$ cat config.mk
export PLATFORM = sky130hd
export DESIGN_NAME = vr_hw2_mem_dma_flat
export DESIGN_NICKNAME = d
export VERILOG_FILES = /design/src/rtl/vr_hw2_mem_dma_if.sv /design/src/rtl/vr_hw2_mem_dma.sv /design/src/flat_wrapper.sv
export SDC_FILE = /design/constraint.sdc
export NUM_CORES = 1
export LEC_CHECK = 0
export CAP_MARGIN = 20
export CORE_MARGIN = 2
export CORE_UTILIZATION = 53
export DETAILED_ROUTE_END_ITERATION = 10
export PLACE_DENSITY_LB_ADDON = 0.3
export SLEW_MARGIN = 5
export SYNTH_ARGS = -nofsm -noshare
export SYNTH_HDL_FRONTEND = slang
export SYNTH_SLANG_ARGS = --single-unit
export TNS_END_PERCENT = 1
$ cat constraint.sdc
create_clock -name CLK -period 12.35 [get_ports CLK]
set_input_delay 1.8525 -clock CLK [delete_from_list [all_inputs] [get_ports CLK]]
set_output_delay 1.8525 -clock CLK [all_outputs]
set_load 0.01 [all_outputs]
$ cat src/rtl/vr_hw2_mem_dma_if.sv
// Bus bundle for the word-copy / fill DMA engine: control request,
// status and the single-port memory interface.
interface vr_hw2_mem_dma_if #(
   parameter int LEN_W = 9
);
   logic             START;
   logic [31:0]      SRC;
   logic [31:0]      DST;
   logic [LEN_W-1:0] LEN;
   logic             FILL;
   logic [31:0]      PAT;
   logic [31:0]      ADDR;
   logic             RW;
   logic [31:0]      WD;
   logic [31:0]      RD;
   logic             BUSY;
   logic             DONE;
   logic             ERR;

   modport slave (
      input  START, SRC, DST, LEN, FILL, PAT, RD,
      output ADDR, RW, WD, BUSY, DONE, ERR
   );

   modport master (
      output START, SRC, DST, LEN, FILL, PAT, RD,
      input  ADDR, RW, WD, BUSY, DONE, ERR
   );
endinterface

$ cat src/rtl/vr_hw2_mem_dma.sv
// Word-granular memory-to-memory DMA with optional pattern fill.
// Optional feature macro: VR_HW2_MEM_DMA_FILL_EN (fill mode; copy-only when undefined).
//
// state | meaning
// IDLE  | waiting for START, memory outputs parked at zero
// RD    | reading one word at the source pointer
// WR    | writing the data register to the destination pointer
// FIN   | single DONE cycle before returning to IDLE
//
// All memory outputs are registered: the bounds check for an access is done
// on the edge that would launch it, so an out-of-range address is never driven.
module vr_hw2_mem_dma #(
   parameter int MEM_BYTES = 1024,
   parameter int LEN_W     = 9
) (
   input logic               CLK,
   input logic               RST,
   vr_hw2_mem_dma_if.slave   bus
);

   localparam logic [31:0] MEM_LIMIT = 32'(MEM_BYTES);

   typedef enum logic [1:0] {
      S_IDLE = 2'd0,
      S_RD   = 2'd1,
      S_WR   = 2'd2,
      S_FIN  = 2'd3
   } state_t;

   state_t           state;
   logic [31:0]      src_q;
   logic [31:0]      dst_q;
   logic [LEN_W-1:0] cnt_q;
   logic [31:0]      data_q;
   logic             fill_q;

   logic             fill_start;
   logic [31:0]      src_next;
   logic [31:0]      dst_next;
   logic [LEN_W-1:0] cnt_next;

`ifdef VR_HW2_MEM_DMA_FILL_EN
   assign fill_start = bus.FILL;
`else
   logic unused_fill;
   assign fill_start  = 1'b0;
   assign unused_fill = bus.FILL;
`endif

   // Next pointer/count values used when leaving RD or WR.
   always_comb begin
      src_next = src_q + 32'd4;
      dst_next = dst_q + 32'd4;
      cnt_next = cnt_q - LEN_W'(1);
   end

   // Transfer sequencer with registered memory and status outputs.
   always_ff @(posedge CLK or posedge RST) begin
      if (RST) begin
         state    <= S_IDLE;
         src_q    <= '0;
         dst_q    <= '0;
         cnt_q    <= '0;
         data_q   <= '0;
         fill_q   <= 1'b0;
         bus.ADDR <= '0;
         bus.RW   <= 1'b0;
         bus.WD   <= '0;
         bus.BUSY <= 1'b0;
         bus.DONE <= 1'b0;
         bus.ERR  <= 1'b0;
      end else begin
         bus.DONE <= 1'b0;
         bus.ERR  <= 1'b0;
         case (state)
            S_IDLE: begin
               if (bus.START) begin
                  src_q  <= bus.SRC;
                  dst_q  <= bus.DST;
                  cnt_q  <= bus.LEN;
                  fill_q <= fill_start;
                  data_q <= bus.PAT;
                  if ((bus.SRC[1:0] != 2'b00) || (bus.DST[1:0] != 2'b00)) begin
                     bus.ERR <= 1'b1;
                  end else if (bus.LEN == '0) begin
                     state    <= S_FIN;
                     bus.BUSY <= 1'b1;
                     bus.DONE <= 1'b1;
                  end else if (fill_start) begin
                     if (bus.DST >= MEM_LIMIT) begin
                        bus.ERR <= 1'b1;
                     end else begin
                        state    <= S_WR;
                        bus.BUSY <= 1'b1;
                        bus.ADDR <= bus.DST;
                        bus.RW   <= 1'b1;
                        bus.WD   <= bus.PAT;
                     end
                  end else if (bus.SRC >= MEM_LIMIT) begin
                     bus.ERR <= 1'b1;
                  end else begin
                     state    <= S_RD;
                     bus.BUSY <= 1'b1;
                     bus.ADDR <= bus.SRC;
                  end
               end
            end

            S_RD: begin
               data_q <= bus.RD;
               src_q  <= src_next;
               if (dst_q >= MEM_LIMIT) begin
                  state    <= S_IDLE;
                  bus.BUSY <= 1'b0;
                  bus.ERR  <= 1'b1;
                  bus.ADDR <= '0;
                  bus.RW   <= 1'b0;
                  bus.WD   <= '0;
               end else begin
                  state    <= S_WR;
                  bus.ADDR <= dst_q;
                  bus.RW   <= 1'b1;
                  bus.WD   <= bus.RD;
               end
            end

            S_WR: begin
               dst_q <= dst_next;
               cnt_q <= cnt_next;
               if (cnt_next == '0) begin
                  state    <= S_FIN;
                  bus.DONE <= 1'b1;
                  bus.ADDR <= '0;
                  bus.RW   <= 1'b0;
                  bus.WD   <= '0;
               end else if (fill_q ? (dst_next >= MEM_LIMIT) : (src_q >= MEM_LIMIT)) begin
                  state    <= S_IDLE;
                  bus.BUSY <= 1'b0;
                  bus.ERR  <= 1'b1;
                  bus.ADDR <= '0;
                  bus.RW   <= 1'b0;
                  bus.WD   <= '0;
               end else if (fill_q) begin
                  bus.ADDR <= dst_next;
                  bus.RW   <= 1'b1;
                  bus.WD   <= data_q;
               end else begin
                  state    <= S_RD;
                  bus.ADDR <= src_q;
                  bus.RW   <= 1'b0;
                  bus.WD   <= '0;
               end
            end

            S_FIN: begin
               state    <= S_IDLE;
               bus.BUSY <= 1'b0;
            end

            default: begin
               state    <= S_IDLE;
               bus.BUSY <= 1'b0;
               bus.ADDR <= '0;
               bus.RW   <= 1'b0;
               bus.WD   <= '0;
            end
         endcase
      end
   end

endmodule

$ cat src/flat_wrapper.sv
// flat-port wrapper written by rule: the top's interface ports become plain ports
module vr_hw2_mem_dma_flat 
#(
   parameter int MEM_BYTES = 1024,
   parameter int LEN_W     = 9
)
  (CLK, RST, bus_START, bus_SRC, bus_DST, bus_LEN, bus_FILL, bus_PAT, bus_RD, bus_ADDR, bus_RW, bus_WD, bus_BUSY, bus_DONE, bus_ERR);
  vr_hw2_mem_dma_if #(.LEN_W(LEN_W)) bus_i ();
  input logic CLK;
  input logic RST;
  input wire logic [$bits(bus_i.START)-1:0] bus_START;
  input wire logic [$bits(bus_i.SRC)-1:0] bus_SRC;
  input wire logic [$bits(bus_i.DST)-1:0] bus_DST;
  input wire logic [$bits(bus_i.LEN)-1:0] bus_LEN;
  input wire logic [$bits(bus_i.FILL)-1:0] bus_FILL;
  input wire logic [$bits(bus_i.PAT)-1:0] bus_PAT;
  input wire logic [$bits(bus_i.RD)-1:0] bus_RD;
  output wire logic [$bits(bus_i.ADDR)-1:0] bus_ADDR;
  output wire logic [$bits(bus_i.RW)-1:0] bus_RW;
  output wire logic [$bits(bus_i.WD)-1:0] bus_WD;
  output wire logic [$bits(bus_i.BUSY)-1:0] bus_BUSY;
  output wire logic [$bits(bus_i.DONE)-1:0] bus_DONE;
  output wire logic [$bits(bus_i.ERR)-1:0] bus_ERR;
  assign bus_i.START = bus_START;
  assign bus_i.SRC = bus_SRC;
  assign bus_i.DST = bus_DST;
  assign bus_i.LEN = bus_LEN;
  assign bus_i.FILL = bus_FILL;
  assign bus_i.PAT = bus_PAT;
  assign bus_i.RD = bus_RD;
  assign bus_ADDR = bus_i.ADDR;
  assign bus_RW = bus_i.RW;
  assign bus_WD = bus_i.WD;
  assign bus_BUSY = bus_i.BUSY;
  assign bus_DONE = bus_i.DONE;
  assign bus_ERR = bus_i.ERR;
  vr_hw2_mem_dma #(.MEM_BYTES(MEM_BYTES), .LEN_W(LEN_W)) u_core (.CLK(CLK), .RST(RST), .bus(bus_i));
endmodule
==> flow_summary.json <==
{
  "antenna_found_initial": 0,
  "grt_busiest_layer": "met2",
  "grt_pass1_wl_mm": 36.0,
  "tightest_slew_ns": 1.13,
  "first_global_vias": 7207,
  "yosysWarnings": 0,
  "htreeDepth": 4,
  "clock_path_buffers": 2,
  "rows": 44,
  "synth_edf_count": 0,
  "drc": 0,
  "clkPwrFrac_pct": 21.9,
  "numPortBuffers": 175,
  "p_leak_nw": 4.21,
  "die_y_microns": 125,
  "critPathKind": "primary input to flip-flop",
  "fin_crit_ns": 3.96,
  "p_total_mw": 2.46,
  "coreArea_sq_um": 14500,
  "cts_root_buf": "clkbuf_16",
  "cts_buffers": 17,
  "synth_area_leader_cell": "dfrtp_1",
  "ys_seq_elements": 143,
  "ctsHoldBuffers": 0,
  "postCtsSetupBuffers": 0,
  "fmax_ghz": 0.253,
  "drtAntennaViolNets": 0,
  "ys_seq_area_share_pct": 45.7,
  "finalCritPeriodShare_pct": 32.0,
  "syn_area_per_cell_sq_um": 9.00,
  "insertion_delay_ns": 0.43,
  "finClkSkew_ns": 0.0115,
  "die_w_microns": 125,
  "start_kind": "primary input",
  "crit_path_end_kind": "flip-flop",
  "fp.dieArea_sq_um": 15700,
  "via_count": 7497,
  "met3_usage_pct": 5.52,
  "yosys.area.top_type_share_pct": 45.7,
  "switchingPower_mw": 1.03,
  "gr-usage-met1_pct": 37.5,
  "cts.repair.resized": 0,
  "cts_tree": "built",
  "status": "completed",
  "nets": 1166,
  "place_hpwl_mm": 14.5,
  "syn_area_sq_um": 7820,
  "crit_fanout": 54,
  "final.setup.tns_ns": 0,
  "setup_viol": 0,
  "via_per_inst": 6.19,
  "rsz0062_at_grt": "false",
  "wl_per_cell_microns": 17.7,
  "worstPathArrival_ns": 4.28,
  "sw_frac_of_total_pct": 41.8,
  "n_antenna_cell": 0,
  "dr.first_iter.drc_count": 693,
  "grt_max_degree": 82,
  "power_per_cell_area_nw_per_um2": 239,
  "hp-class": "flip-flop to flip-flop",
  "syn_nets": 1020,
  "p_comb_share_pct": 44.3,
  "synth_top_cells_by_area": "dfrtp_1, nand2_1, a21oi_1",
  "p_int_mw": 1.43,
  "grt_overflow": 0,
  "max-vdd-ir-drop_mv": 0.141,
  "cts.clk_slew.worst_paths_ns": 0.06,
  "clock_sinks": 143,
  "globalplace.congestion": 0.877,
  "fillers": 1140,
  "start_util_pct": 54.0,
  "ys.flop_type": "dfrtp_1",
  "track_usage_pct": 27.9,
  "ioPinCount": 209,
  "slew_violations": 0,
  "cap_violations": 0,
  "syn_to_final_growth_pct": 31.4,
  "synthArstFlopShare_pct": 100,
  "wirelength_mm": 21.4,
  "dr.pass1.iters": 5,
  "drive_gt1_share_pct": 6.43,
  "slew-limit-headroom_pct": 24.9,
  "hold_violations": 0,
  "gr-usage-met2_pct": 45.2,
  "cp.required_ns": 12.68,
  "ys_types": 68,
  "power_frac_seq_pct": 33.9,
  "syn_inst": 869
}
-- state kept, by name, summed over array words and instances, names as in the netlist --
signal / count
u_core.bus.WD: 32
u_core.dst_q: 32
u_core.bus.ERR: 1
u_core.bus.RW: 1
u_core.cnt_q: 9
u_core.bus.BUSY: 1
u_core.src_q: 32
u_core.bus.ADDR: 32
u_core.state: 2
u_core.bus.DONE: 1
-- synthesized netlist by cell type (11+ instances only) --
cell,instances
buf_2,13
nand4_1,20
a31oi_1,19
o31ai_1,22
nand2_1,117
o22ai_1,28
clkbuf_1,34
and3_1,19
mux2i_1,11
nor3_1,11
dfrtp_1,143
a21oi_1,72
nor4_1,20
a22o_1,34
inv_1,32
nor2_1,45
nand3_1,33
o21ai_0,60
-- critical path, cell delays in order --
cell and delay [ns]:
clkdlybuf4s50_1 0.46, nor4_1 0.68, nand4_1 0.19, o41a_2 0.58, buf_12 0.22, o31ai_1 0.26
-- path summary, 6_finish.rpt --
check | startpoint | end | slack (ns) | cells after the start
min in group asynchronous | RST | u_core.bus.WD[10] | 1.88 | 2
min | u_core.bus.ADDR[24] | u_core.bus.ADDR[24] | 0.48 | 2
max | bus_SRC[25] | u_core.bus.ADDR[6] | 8.39 | 6
min reg2reg | u_core.bus.ADDR[24] | u_core.bus.ADDR[24] | 0.48 | 2
max reg2reg | u_core.cnt_q[0] | u_core.bus.ADDR[6] | 9.36 | 7
max in group asynchronous | RST | u_core.cnt_q[7] | 9.05 | 3
-- kinds of logic (layout without fill, tap and decap cells) --
family          Yosys count  in the layout  synth area share (%)
simple gates            308            308                  20.2
compound gates          306            306                  26.1
flops                   143            143                  45.7
buf+inv                  90            248                  4.78
mux                      11             11                  1.41
fa+ha+maj                10             10                  1.60
xor+xnor                  1              1                 0.112
-- stage by stage --
step           instances  cell area (sq um)  hold WS [ns]  utilization (%)  setup WS, ns
2_1_floorplan        869               7820         0.450                -          6.66
3_3_place_gp        1179               9640         0.459             66.6          7.76
3_5_place_dp        1179               9640         0.469             66.6          7.75
4_1_cts             1210              10300         0.483             70.8          8.19
5_1_grt             1211              10300         0.504             71.0          8.25
6_report            1211              10300         0.479             71.0          8.39
-- power by group through the flow --
| stage | Sequential [mW] | Combinational, mW | Clock [mW] |
|---|---|---|---|
| 3_5_place_dp | 0.831 | 1.07 | 0 |
| 6_report | 0.833 | 1.09 | 0.538 |
| 2_1_floorplan | 0.803 | 0.768 | 0 |
| 4_1_cts | 0.825 | 1.08 | 0.543 |
| 3_3_place_gp | 0.822 | 1.04 | 0 |
| 5_1_grt | 0.858 | 1.23 | 0.564 |
-- cell usage in the layout, fill, tap and decap left out, types with 7 or more instances in the layout --
| cell type | n |
|---|---|
| inv_1 | 31 |
| o21ai_0 | 59 |
| a31oi_1 | 19 |
| ha_1 | 8 |
| clkbuf_16 | 17 |
| dfrtp_1 | 143 |
| and2_1 | 7 |
| a21oi_1 | 72 |
| and3_1 | 19 |
| buf_4 | 9 |
| a2bb2oi_1 | 8 |
| nor4_1 | 20 |
| mux2i_1 | 10 |
| o22a_1 | 9 |
| a22o_1 | 34 |
| nand2_1 | 117 |
| nor3_1 | 11 |
| clkdlybuf4s50_1 | 175 |
| nand4_1 | 20 |
| o22ai_1 | 28 |
| nor2_1 | 45 |
| nand3_1 | 33 |
| o31ai_1 | 22 |
-- layout make-up --
type | count | area, sq um | area share [%]
well taps | 184 | 230 | 2.24
clock buffers | 18 | 429 | 4.18
repair buffers | 185 | 1840 | 17.9
flip-flops and latches | 143 | 3580 | 34.8
inverters | 32 | 125 | 1.22
multi-input cells | 636 | 3890 | 37.8
clock inverters | 13 | 188 | 1.83
-- metal layers --
metal  vias up  share of wire [%]
met3        45                6.1
met4         0                2.5
met2       282                 49
met1      3631                 42
met5         -                  0
li1       3539                  -
(Power assumes the default switching activity.)
